[src/rtl/ewrapper_emesh_pkg.sv]
// Shared packet layout, arbitration state type and pack/unpack helpers
// for the eMesh transmit-port arbiter.
package ewrapper_emesh_pkg;

    localparam int PKT_W       = 103;
    localparam int BURST_CNT_W = 8;

    localparam int DATA_LSB     = 0;
    localparam int DATA_W       = 32;
    localparam int SRCADDR_LSB  = 32;
    localparam int SRCADDR_W    = 32;
    localparam int DSTADDR_LSB  = 64;
    localparam int DSTADDR_W    = 32;
    localparam int CTRLMODE_LSB = 96;
    localparam int CTRLMODE_W   = 4;
    localparam int DATAMODE_LSB = 100;
    localparam int DATAMODE_W   = 2;
    localparam int WRITE_LSB    = 102;

    typedef struct packed {
        logic        write;
        logic [1:0]  datamode;
        logic [3:0]  ctrlmode;
        logic [31:0] dstaddr;
        logic [31:0] srcaddr;
        logic [31:0] data;
    } emesh_pkt_t;

    // Arbitration state, kept as one struct so it can be probed as a unit.
    typedef struct packed {
        logic                   prio;
        logic                   owner;
        logic [BURST_CNT_W-1:0] burst_cnt;
        logic                   last_wr;
    } arb_state_t;

    function automatic logic [PKT_W-1:0] pkt_pack(input emesh_pkt_t p);
        logic [PKT_W-1:0] v;
        v = '0;
        v[WRITE_LSB]                     = p.write;
        v[DATAMODE_LSB +: DATAMODE_W]    = p.datamode;
        v[CTRLMODE_LSB +: CTRLMODE_W]    = p.ctrlmode;
        v[DSTADDR_LSB  +: DSTADDR_W]     = p.dstaddr;
        v[SRCADDR_LSB  +: SRCADDR_W]     = p.srcaddr;
        v[DATA_LSB     +: DATA_W]        = p.data;
        return v;
    endfunction

    function automatic emesh_pkt_t pkt_unpack(input logic [PKT_W-1:0] v);
        emesh_pkt_t p;
        p.write    = v[WRITE_LSB];
        p.datamode = v[DATAMODE_LSB +: DATAMODE_W];
        p.ctrlmode = v[CTRLMODE_LSB +: CTRLMODE_W];
        p.dstaddr  = v[DSTADDR_LSB  +: DSTADDR_W];
        p.srcaddr  = v[SRCADDR_LSB  +: SRCADDR_W];
        p.data     = v[DATA_LSB     +: DATA_W];
        return p;
    endfunction

endpackage

[src/rtl/ewrapper_emesh_fifo2.sv]
// Two-entry packet FIFO with registered full/empty; pushes while full are
// dropped and pops while empty are ignored.
module ewrapper_emesh_fifo2
    import ewrapper_emesh_pkg::*;
(
    input  logic             clk,
    input  logic             rst,
    input  logic             push,
    input  logic [PKT_W-1:0] din,
    input  logic             pop,
    output logic [PKT_W-1:0] head,
    output logic             full,
    output logic             empty
);

    logic [PKT_W-1:0] mem_q [2];
    logic [PKT_W-1:0] mem_d [2];
    logic             wr_ptr_q, wr_ptr_d;
    logic             rd_ptr_q, rd_ptr_d;
    logic [1:0]       count_q, count_d;
    logic             full_q, full_d;
    logic             empty_q, empty_d;
    logic             do_push, do_pop;

    always_comb begin
        do_push  = push && !full_q;
        do_pop   = pop && !empty_q;
        mem_d    = mem_q;
        wr_ptr_d = wr_ptr_q;
        rd_ptr_d = rd_ptr_q;
        count_d  = count_q;
        if (do_push) begin
            mem_d[wr_ptr_q] = din;
            wr_ptr_d        = ~wr_ptr_q;
        end
        if (do_pop) begin
            rd_ptr_d = ~rd_ptr_q;
        end
        case ({do_push, do_pop})
            2'b10:   count_d = count_q + 2'd1;
            2'b01:   count_d = count_q - 2'd1;
            default: count_d = count_q;
        endcase
        full_d  = (count_d == 2'd2);
        empty_d = (count_d == 2'd0);
    end

    always_ff @(posedge clk or posedge rst) begin
        if (rst) begin
            mem_q    <= '{default: '0};
            wr_ptr_q <= 1'b0;
            rd_ptr_q <= 1'b0;
            count_q  <= 2'd0;
            full_q   <= 1'b0;
            empty_q  <= 1'b1;
        end else begin
            mem_q    <= mem_d;
            wr_ptr_q <= wr_ptr_d;
            rd_ptr_q <= rd_ptr_d;
            count_q  <= count_d;
            full_q   <= full_d;
            empty_q  <= empty_d;
        end
    end

    assign head  = mem_q[rd_ptr_q];
    assign full  = full_q;
    assign empty = empty_q;

endmodule

[src/rtl/ewrapper_emesh_arb.sv]
// Round-robin arbiter sharing the eMesh transmit port between two buffered
// requesters, keeping same-owner write runs together up to BURST_MAX.
module ewrapper_emesh_arb
    import ewrapper_emesh_pkg::*;
#(
    parameter int BURST_MAX = 8
)(
    input  logic        emesh_clk_inb,
    input  logic        reset,
    input  logic        req0_access,
    input  logic        req0_write,
    input  logic [1:0]  req0_datamode,
    input  logic [3:0]  req0_ctrlmode,
    input  logic [31:0] req0_dstaddr,
    input  logic [31:0] req0_srcaddr,
    input  logic [31:0] req0_data,
    input  logic        req1_access,
    input  logic        req1_write,
    input  logic [1:0]  req1_datamode,
    input  logic [3:0]  req1_ctrlmode,
    input  logic [31:0] req1_dstaddr,
    input  logic [31:0] req1_srcaddr,
    input  logic [31:0] req1_data,
    output logic        req0_wait,
    output logic        req1_wait,
    input  logic        emesh_wr_wait_inb,
    input  logic        emesh_rd_wait_inb,
    output logic        emesh_access_outb,
    output logic        emesh_write_outb,
    output logic [1:0]  emesh_datamode_outb,
    output logic [3:0]  emesh_ctrlmode_outb,
    output logic [31:0] emesh_dstaddr_outb,
    output logic [31:0] emesh_srcaddr_outb,
    output logic [31:0] emesh_data_outb,
    output logic        arb_owner
);

    localparam logic [BURST_CNT_W-1:0] BURST_LIM = BURST_CNT_W'(BURST_MAX);
    localparam logic [BURST_CNT_W-1:0] CNT_ONE   = 1;

    // Handshake: a requester may strobe reqN_access only while reqN_wait is
    // low; the port strobes emesh_access_outb for exactly one cycle per
    // transaction and never waits on the transmitter after the strobe.
    logic [PKT_W-1:0] in_pkt   [2];
    logic [PKT_W-1:0] head_pkt [2];
    logic [1:0]       fifo_full, fifo_empty, pop, elig, head_wr;
    arb_state_t       st_q, st_d;
    logic [PKT_W-1:0] out_pkt_q, out_pkt_d;
    logic             access_q, access_d;
    logic             owner_out_q, owner_out_d;
    logic             grant, gnt_idx, locked;
    emesh_pkt_t       out_f;

    always_comb begin
        in_pkt[0] = pkt_pack('{write: req0_write, datamode: req0_datamode,
                               ctrlmode: req0_ctrlmode, dstaddr: req0_dstaddr,
                               srcaddr: req0_srcaddr, data: req0_data});
        in_pkt[1] = pkt_pack('{write: req1_write, datamode: req1_datamode,
                               ctrlmode: req1_ctrlmode, dstaddr: req1_dstaddr,
                               srcaddr: req1_srcaddr, data: req1_data});
    end

    ewrapper_emesh_fifo2 u_fifo0 (
        .clk(emesh_clk_inb), .rst(reset), .push(req0_access), .din(in_pkt[0]),
        .pop(pop[0]), .head(head_pkt[0]), .full(fifo_full[0]), .empty(fifo_empty[0])
    );

    ewrapper_emesh_fifo2 u_fifo1 (
        .clk(emesh_clk_inb), .rst(reset), .push(req1_access), .din(in_pkt[1]),
        .pop(pop[1]), .head(head_pkt[1]), .full(fifo_full[1]), .empty(fifo_empty[1])
    );

    // A blocked head only removes its own requester from the decision.
    always_comb begin
        for (int i = 0; i < 2; i++) begin
            head_wr[i] = head_pkt[i][WRITE_LSB];
            elig[i]    = !fifo_empty[i] &&
                         !(head_wr[i] ? emesh_wr_wait_inb : emesh_rd_wait_inb);
        end
        locked = st_q.last_wr && elig[st_q.owner] && head_wr[st_q.owner] &&
                 (st_q.burst_cnt < BURST_LIM);

        grant   = 1'b0;
        gnt_idx = 1'b0;
        if (locked) begin
            grant   = 1'b1;
            gnt_idx = st_q.owner;
        end else if (elig[st_q.prio]) begin
            grant   = 1'b1;
            gnt_idx = st_q.prio;
        end else if (elig[~st_q.prio]) begin
            grant   = 1'b1;
            gnt_idx = ~st_q.prio;
        end
        pop[0] = grant && !gnt_idx;
        pop[1] = grant && gnt_idx;

        st_d        = st_q;
        access_d    = 1'b0;
        out_pkt_d   = out_pkt_q;
        owner_out_d = owner_out_q;
        if (grant) begin
            access_d       = 1'b1;
            out_pkt_d      = head_pkt[gnt_idx];
            owner_out_d    = gnt_idx;
            st_d.prio      = ~gnt_idx;
            st_d.owner     = gnt_idx;
            st_d.last_wr   = head_wr[gnt_idx];
            st_d.burst_cnt = locked ? st_q.burst_cnt + CNT_ONE : CNT_ONE;
        end else begin
            st_d.last_wr = 1'b0;
        end
    end

    always_ff @(posedge emesh_clk_inb or posedge reset) begin
        if (reset) begin
            st_q        <= '0;
            access_q    <= 1'b0;
            out_pkt_q   <= '0;
            owner_out_q <= 1'b0;
        end else begin
            st_q        <= st_d;
            access_q    <= access_d;
            out_pkt_q   <= out_pkt_d;
            owner_out_q <= owner_out_d;
        end
    end

    assign out_f               = pkt_unpack(out_pkt_q);
    assign emesh_access_outb   = access_q;
    assign emesh_write_outb    = out_f.write;
    assign emesh_datamode_outb = out_f.datamode;
    assign emesh_ctrlmode_outb = out_f.ctrlmode;
    assign emesh_dstaddr_outb  = out_f.dstaddr;
    assign emesh_srcaddr_outb  = out_f.srcaddr;
    assign emesh_data_outb     = out_f.data;
    assign arb_owner           = owner_out_q;
    assign req0_wait           = fifo_full[0];
    assign req1_wait           = fifo_full[1];

endmodule

[config.mk]
export PLATFORM = sky130hd
export DESIGN_NAME = ewrapper_emesh_arb
export DESIGN_NICKNAME = d
export VERILOG_FILES = /design/src/rtl/ewrapper_emesh_pkg.sv /design/src/rtl/ewrapper_emesh_fifo2.sv /design/src/rtl/ewrapper_emesh_arb.sv
export SDC_FILE = /design/constraint.sdc
export NUM_CORES = 1
export LEC_CHECK = 0
export ABC_AREA = 1
export BUFFER_PORTS_ARGS = -buffer_cell sky130_fd_sc_hd__clkbuf_2
export CORE_UTILIZATION = 25
export DETAILED_ROUTE_END_ITERATION = 10
export GPL_ROUTABILITY_DRIVEN = 0
export PLACE_DENSITY = 0.38
export SLEW_MARGIN = 15
export SYNTH_ARGS = -nofsm -noshare
export SYNTH_HDL_FRONTEND = slang
export SYNTH_HIERARCHICAL = 1
export SYNTH_SLANG_ARGS = --single-unit
[constraint.sdc]
create_clock -name emesh_clk_inb -period 12 [get_ports emesh_clk_inb]
set_clock_uncertainty 0.15 [all_clocks]
set_input_delay 2.4 -clock emesh_clk_inb [delete_from_list [all_inputs] [get_ports emesh_clk_inb]]
set_output_delay 2.4 -clock emesh_clk_inb [all_outputs]
set_load 0.02 [all_outputs]
==> implementation parameters, run 1 <==
Parameter                              Value

Clocking
  TritonCTS clock tree    done
  Skew-Pair Late Insertion Delay    0.63 ns
  Clock-pin slew on the worst setup and hold paths    0.06 ns
  TritonCTS Buffers    just over 60
  Clock Root Buffer    sky130_fd_sc_hd__clkbuf_16
  CTS H-tree depth    2
  Resized cells post-CTS    0
  Post-CTS Setup Repair Bufs    0
  Clk sinks    roughly 540
  Buffer depth of the longest clock path    3
  Hold bufs inserted after CTS    0

GRT
  Most used routing layer in global routing    met1
  Met3 Use GR    2.56%
  Met1 usage    27.4%
  Met2 demand-to-capacity share in global routing    23.1%
  Tot GR Track Use    17.0%
  Largest net degree at the start of global routing    144
  Total global routing overflow    0
  Number of antenna violations at the first check in global routing    0
  Vias in the first global route    19000
  Wire length of the first global-routing pass    about 130000 um

Synthesis
  Post-Syn Nets    3117
  Top_reg_cell synth    sky130_fd_sc_hd__dfrtp_1
  Combined area of all synthesized cells    about 24000 um2
  Post-synthesis register bit count    about 540
  Commonest cells in the synthesized netlist    sky130_fd_sc_hd__nand2_1, sky130_fd_sc_hd__dfrtp_1, sky130_fd_sc_hd__inv_1, sky130_fd_sc_hd__o21ai_0, sky130_fd_sc_hd__o21ai_1
  Avg Inst Size Synth    8.28 um2
  Cell type with the highest aggregate area in the netlist    sky130_fd_sc_hd__dfrtp_1
  Count of flip-flops with a built-in enable after synthesis    0
  Fraction of registers with async set/reset    100%
  Number of library cell types mapped by synthesis    27
  Fraction of the yosys area taken by sequential cells    56.2%
  Synthesis Warnings    6
  Most frequent cell after synthesis    sky130_fd_sc_hd__nand2_1
  Syn Inst Count    2902
  Leading post-synthesis cells by cell area    sky130_fd_sc_hd__dfrtp_1, sky130_fd_sc_hd__nand2_1, sky130_fd_sc_hd__o21ai_0
  Yosys top cell area share    56.0%

Floorplan
  Die area    97300 um2
  Number of rows created at floorplan    between 100 and 150
  Die width    slightly above 300 um
  Initial core utilization    25.3%
  Core Region    95000 um2
  Die Ht    312 um
  I/O Pins    319

Setup path
  Peak fanout along the critical path    75
  Crit path max-delay family    simple AND/OR/NAND/NOR gates
  Startpoint Class    flip-flop
  Dominant cell type by count on the critical path    sky130_fd_sc_hd__nand2_1
  Category of the worst setup path capture point    flip-flop
  Number of buffers and inverters on the critical path    5
  Classification of the worst setup path    reg -> reg
  Flop2flop setup slack    6.88 ns
  Delay of the slowest critical-path stage    0.86 ns
  Launch instance of the worst register-to-register path    u_fifo0/rd_ptr_q$_DFFE_PP0P_
  Standard cell with the maximum stage delay on the critical path    sky130_fd_sc_hd__dfrtp_4
  Crit path launch    u_fifo0/rd_ptr_q$_DFFE_PP0P_
  Data arrival time of the worst path    5.54 ns
  Worst Reg-to-Reg Cells    19
  Critical Path RT    approximately 12 ns
  FF-to-FF End    u_fifo0/empty$_DFF_PP1_
  Cell Chain, Critical Path    clkinv_2, nand2_1, nand2_1, nand2_1, nand3_1, nand2_1, nand3_4, nand2_4, buf_4, nor2_1, inv_1, or2_2, inv_1, ha_1, inv_1, nand3_1, nand2_1, nand2_1, nor2_1

Place
  Port-buffer cells    approximately 320
  Worst slack, placed    6.31 ns
  Post-DP HPWL    between 50000 and 60000 um
  Dpl cells    between 4000 and 5000

Cells and area
  Filler cell count in the final layout    ~10000
  Diode count    0
  Syn-to-layout area delta    17.8%
  Storage cell area    between 10000 and 15000 um2
  Area of the multi-input gates    8590 um2
  Fin nets    3325
  Final non-filler cell total    4421
  Proportion of layout cells with a drive suffix above 1    16.5%

Min path
  Hold path startpoint    u_fifo1/mem_q[126]$_DFFE_PP0P_
  Type of the tightest min-delay check    reg -> reg
  Worst-case hold path end point    u_fifo1/mem_q[126]$_DFFE_PP0P_
  Hold path depth    2

STA
  Final critical path time including I/O delays and setup    5.12 ns
  Hold violation count in the final report    0
  Final worst path period share    42.7%
  Worst Setup Slack, final    6.88 ns
  Hold WS    0.329 ns
  Setup violations, final    0
  RSZ-0062 raised after global routing    false
  Number of pins exceeding their max-slew limit in the final report    0
  Fin Setup TNS    0 ns
  Slew at the pin closest to its max-slew limit    1.09 ns
  Maximum frequency from static timing analysis    195 MHz
  Tightest slew margin relative to the limit    27.1%

Power and ir drop
  Net switching share of the total power    44.7%
  Share of total power in combinational logic    41.2%
  Fraction of power consumed by the clock network    21.3%
  Power density cells    roughly 310 nW/um2
  Switching component of the power    3.87 mW
  Static Leak    14.8 nW
  IR drop worst, VDD    0.171 mV
  Total internal power    approximately 4.8 mW
  Sequential group share of total power    37.5%
  Overall power    8.66 mW

Detailed routing
  Average routed wire per standard cell    18.9 um
  DRC violation count after routing    0
  Iteration-0 DRC Markers    approximately 1600
  Via/cell ratio    4.43
  ANT nets after route    0
  Overall routed net length    roughly 84000 um
  Total iterations of the first detailed-routing run    6
  Total number of vias    ~20000

Outcome
  Result of the run    completed

Job
  Number of violations of the max-capacitance limit    0
metrics by stage:
| step | utilization [%] | instance area (um2) |
|---|---|---|
| after global routing | 29.8 | 28300 |
| after detailed placement | 27.7 | 26300 |
| final | 29.8 | 28300 |
| after CTS | 29.8 | 28300 |
| after global placement | 27.7 | 26300 |
| after floorplan | - | 24000 |
area by class of cell:
class | count | share of cell area (%)
multi-input cells | 1934 | 30.4
repair buffers | 337 | 6.21
flip-flops and latches | 539 | 47.7
well taps | 1265 | 5.59
clock buffers | 95 | 6.56
inverters | 237 | 3.22
clock inverters | 14 | 0.358
worst max-delay path by stage:
stage,depth (start not counted),slack [ns],to
6_report,19,6.88,u_fifo0/empty$_DFF_PP1_
5_1_grt,19,6.44,u_fifo0/empty$_DFF_PP1_
4_1_cts,19,6.81,u_fifo0/empty$_DFF_PP1_
3_5_place_dp,14,6.31,u_fifo0/full$_DFF_PP0_
3_3_place_gp,17,6.31,u_fifo0/empty$_DFF_PP1_
2_1_floorplan,1,3.66,u_fifo0/count_q[0]$_DFF_PP0_
cells in the final DEF, fill, tap and decap left out, types with 2 or more instances in the layout:
cell,count
sky130_fd_sc_hd__a21oi_1,3
sky130_fd_sc_hd__buf_4,17
sky130_fd_sc_hd__clkbuf_1,16
sky130_fd_sc_hd__clkbuf_16,63
sky130_fd_sc_hd__clkbuf_2,318
sky130_fd_sc_hd__clkbuf_8,16
sky130_fd_sc_hd__clkinv_2,13
sky130_fd_sc_hd__dfrtp_1,535
sky130_fd_sc_hd__dfrtp_4,2
sky130_fd_sc_hd__dfstp_2,2
sky130_fd_sc_hd__ha_1,3
sky130_fd_sc_hd__inv_1,230
sky130_fd_sc_hd__inv_4,2
sky130_fd_sc_hd__inv_8,2
sky130_fd_sc_hd__nand2_1,1263
sky130_fd_sc_hd__nand2_2,3
sky130_fd_sc_hd__nand2_4,2
sky130_fd_sc_hd__nand3_1,110
sky130_fd_sc_hd__nand3_4,3
sky130_fd_sc_hd__nand4_1,106
sky130_fd_sc_hd__nor2_1,14
sky130_fd_sc_hd__o21ai_0,214
sky130_fd_sc_hd__o21ai_1,133
sky130_fd_sc_hd__o21ai_2,68
sky130_fd_sc_hd__or2_2,2
sky130_fd_sc_hd__or2_4,2
sky130_fd_sc_hd__xnor2_1,3
sky130_fd_sc_hd__xor2_1,3
cells by family (layout without fill, tap and decap cells):
kind of cell               count (synthesis)  count (layout)  share of synthesized area, %
and+or+nand+nor                         1506            1506                          25.4
xor gates and xnor gates                   6               6                         0.219
buffers and inverters                    429             683                          8.24
adders and majority gates                  3               3                         0.156
AOI/OAI and AO/OA                        419             419                          9.79
DFF                                      539             539                          56.2
sequential cells by signal (all words and copies together) (netlist names):
register,count
emesh_access_outb,1
u_fifo1/empty,1
u_fifo0/full,1
u_fifo0/mem_q,206
st_q,10
u_fifo1/mem_q,206
u_fifo0/wr_ptr_q,1
u_fifo0/empty,1
u_fifo1/full,1
arb_owner,1
u_fifo1/wr_ptr_q,1
u_fifo0/rd_ptr_q,1
u_fifo1/count_q,2
out_f,103
u_fifo0/count_q,2
u_fifo1/rd_ptr_q,1
power by group through the flow:
stage,registers (mW),logic (mW),clock network (mW)
after floorplan,3.25,2.33,0
after global placement,3.25,3.53,0
after detailed placement,3.26,3.60,0
after CTS,3.24,3.61,1.92
after global routing,3.35,4.01,1.98
final,3.24,3.57,1.84
routing by layer:
layer	wire [um]	part of all wire, %
met4	1730	2.1
met1	44100	53
met2	33700	40
met3	4170	5.0
met5	0	0
worst min-delay path, delay by kind of cell, from the launching register on:
kind,cells,cell delay (ns)
flops,1,0.34
simple gates,1,0.06
compound gates,1,0.05
No activity file was read; power rests on OpenSTA's default activity.
==> inputs of run 2 (changes only) <==
==> constraint.sdc (replaced) <==
create_clock -name emesh_clk_inb -period 5.32 [get_ports emesh_clk_inb]
set_clock_uncertainty 0.15 [all_clocks]
set_input_delay 1.064 -clock emesh_clk_inb [delete_from_list [all_inputs] [get_ports emesh_clk_inb]]
set_output_delay 1.064 -clock emesh_clk_inb [all_outputs]
set_load 0.02 [all_outputs]
==> implementation parameters, run 2 (synthesis results as in run 1) <==
Parameter                              Value

Setup path
  FF-to-FF End    u_fifo1/empty$_DFF_PP1_
  Dominant cell type by count on the critical path    sky130_fd_sc_hd__nand2_1
  Launch instance of the worst register-to-register path    u_fifo1/rd_ptr_q$_DFFE_PP0P_
  Termination of the worst setup path    u_fifo1/empty$_DFF_PP1_
  Critical Path RT    5.70 ns (-6.72 ns)
  Number of logic stages on the critical path including buffering    17 (-2)
  Data arrival time of the worst path    4.38 ns (-1.16 ns)
  Flop2flop setup slack    1.32 ns (-5.56 ns)
  Crit path launch    u_fifo1/rd_ptr_q$_DFFE_PP0P_
  Worst Reg-to-Reg Cells    17 (-2)
  Cell Chain, Critical Path    clkinv_2, nand2_1, nand2_1, nand2_1, nand3_1, nand2_1, nand3_4, nand2_4, inv_1, or2_2, inv_1, ha_1, inv_1, nand3_1, nand2_1, nand2_1, nor2_1
  Category of the worst setup path capture point    flip-flop
  Crit path max-delay family    simple AND/OR/NAND/NOR gates
  Delay of the slowest critical-path stage    0.56 ns (-0.30 ns)
  Classification of the worst setup path    reg -> reg
  Standard cell with the maximum stage delay on the critical path    sky130_fd_sc_hd__nand2_4
  Peak fanout along the critical path    48 (-36%)
  Startpoint Class    flip-flop
  Number of buffers and inverters on the critical path    4 (-1)

Floorplan
  I/O Pins    319 (unchanged)
  Core Region    95000 um2 (unchanged)
  Number of rows created at floorplan    113 (unchanged)
  Die area    97300 um2 (unchanged)
  Die width    312 um (unchanged)
  Initial core utilization    25.3% (unchanged)
  Die Ht    312 um (unchanged)

GRT
  Number of antenna violations at the first check in global routing    2 (+2)
  Tot GR Track Use    17.3% (+0.26 points)
  Vias in the first global route    19200 (+0.99%)
  Total global routing overflow    0 (unchanged)
  Wire length of the first global-routing pass    127000 um (+0.93%)
  Largest net degree at the start of global routing    159 (+10%)

Clocking
  Clock Root Buffer    sky130_fd_sc_hd__clkbuf_16
  Skew-Pair Late Insertion Delay    0.61 ns (-0.02 ns)
  TritonCTS Buffers    67 (+9.8%)
  Clock-pin slew on the worst setup and hold paths    0.06 ns (about the same)
  Clk sinks    539 (unchanged)
  TritonCTS clock tree    done
  Hold bufs inserted after CTS    0 (unchanged)
  CTS H-tree depth    3 (+1)
  Resized cells post-CTS    0 (unchanged)
  Buffer depth of the longest clock path    3 (unchanged)
  Post-CTS Setup Repair Bufs    0 (unchanged)

STA
  Slew at the pin closest to its max-slew limit    1.12 ns (+0.0215 ns)
  Hold WS    0.328 ns (-0.00124 ns)
  Fin Setup TNS    0 ns (unchanged)
  Setup violations, final    0 (unchanged)
  Number of pins exceeding their max-slew limit in the final report    0 (unchanged)
  Tightest slew margin relative to the limit    25.7% (-1.4 points)
  RSZ-0062 raised after global routing    false
  Final worst path period share    75.2% (+32 points)
  Final critical path time including I/O delays and setup    4.00 ns (-1.12 ns)
  Hold violation count in the final report    0 (unchanged)
  Maximum frequency from static timing analysis    250 MHz (+28%)

Detailed routing
  Total iterations of the first detailed-routing run    5 (-1)
  Via/cell ratio    4.49 (+1.4%)
  Total number of vias    19900 (+1.8%)
  ANT nets after route    0 (unchanged)
  DRC violation count after routing    0 (unchanged)
  Average routed wire per standard cell    19.1 um (+0.85%)
  Overall routed net length    84800 um (+1.3%)
  Iteration-0 DRC Markers    1850 (+15%)

Power and ir drop
  Static Leak    15.0 nW (+1.2%)
  Power density cells    699 nW/um2 (+130%)
  IR drop worst, VDD    0.349 mV (+100%)
  Overall power    20.1 mW (+130%)

Cells and area
  Proportion of layout cells with a drive suffix above 1    17.0% (+0.41 points)
  Syn-to-layout area delta    19.5%
  Fin nets    3341 (+0.48%)
  Commonest non-fill, non-tap cell in the layout    sky130_fd_sc_hd__nand2_1
  Most frequent cells in the layout    sky130_fd_sc_hd__nand2_1, sky130_fd_sc_hd__dfrtp_1, sky130_fd_sc_hd__clkbuf_2

Place
  Port-buffer cells    318 (unchanged)
  Post-DP HPWL    57900 um (+1.8%)

Job
  Number of violations of the max-capacitance limit    0 (unchanged)

Min path
  Hold path startpoint    u_fifo1/mem_q[134]$_DFFE_PP0P_
  Type of the tightest min-delay check    reg -> reg

Outcome
  Result of the run    completed
run 2: changes by cell type in the layout (fill, tap and decap cells not counted), moves of 2 or more:
cell | before | now
sky130_fd_sc_hd__inv_8 | 2 | 0
sky130_fd_sc_hd__clkinv_8 | 0 | 3
sky130_fd_sc_hd__clkinv_2 | 13 | 8
sky130_fd_sc_hd__clkbuf_8 | 16 | 14
sky130_fd_sc_hd__clkbuf_1 | 16 | 18
sky130_fd_sc_hd__buf_12 | 0 | 7
sky130_fd_sc_hd__clkinvlp_4 | 1 | 4
sky130_fd_sc_hd__clkbuf_16 | 63 | 70
sky130_fd_sc_hd__buf_4 | 17 | 22
sky130_fd_sc_hd__bufinv_16 | 1 | 4
run 2: tightest hold or removal path: cells and delay by family (launching register included):
family / cells / cell delay, ns
AO/OA/AOI/OAI: 1 / 0.05
flip-flops: 1 / 0.34
AND/OR/NAND/NOR: 1 / 0.06
run 2: how the worst min path moves through the flow:
stage          slack, ns                             end  cells after the start
2_1_floorplan       0.30  u_fifo0/mem_q[100]$_DFFE_PP0P_                      2
3_3_place_gp        0.31  u_fifo0/mem_q[123]$_DFFE_PP0P_                      2
3_5_place_dp        0.32  u_fifo1/mem_q[133]$_DFFE_PP0P_                      2
4_1_cts             0.33  u_fifo1/mem_q[133]$_DFFE_PP0P_                      2
5_1_grt             0.35  u_fifo1/mem_q[204]$_DFFE_PP0P_                      2
6_report            0.33  u_fifo1/mem_q[134]$_DFFE_PP0P_                      2
run 2: cell type report:
class,count,area (um2)
clock inverters,15,218
flip-flops and latches,539,13500
well taps,1265,1580
clock buffers,102,2010
repair buffers,347,1900
multi-input cells,1934,8590
diodes,1,2.50
inverters,237,903
fillers,10200,66300
run 2: stage by stage:
stage / cell area (um2) / instances / utilization, % / setup WS [ns]
floorplan: 24000 / 2902 / - / 1.06
global route: 28700 / 4440 / 30.2 / 0.921
detailed placement: 26500 / 4322 / 27.9 / 1.28
CTS: 28700 / 4439 / 30.2 / 1.28
finish: 28700 / 4440 / 30.2 / 1.32
global placement: 26500 / 4322 / 27.9 / 1.31
run 2: per-layer routing:
layer  track usage (%)  vias up  wire length [um]
met3              2.30       92              4200
met4              5.39        0              2130
met2              23.4      546             34300
met1              27.7     9677             44200
li1                  -     9609                 -
met5                 0        -                 0
run 2: report_power, final:
part	switching, mW	internal, mW
logic	5.83	2.36
registers	1.18	6.08
clock network	1.82	2.80
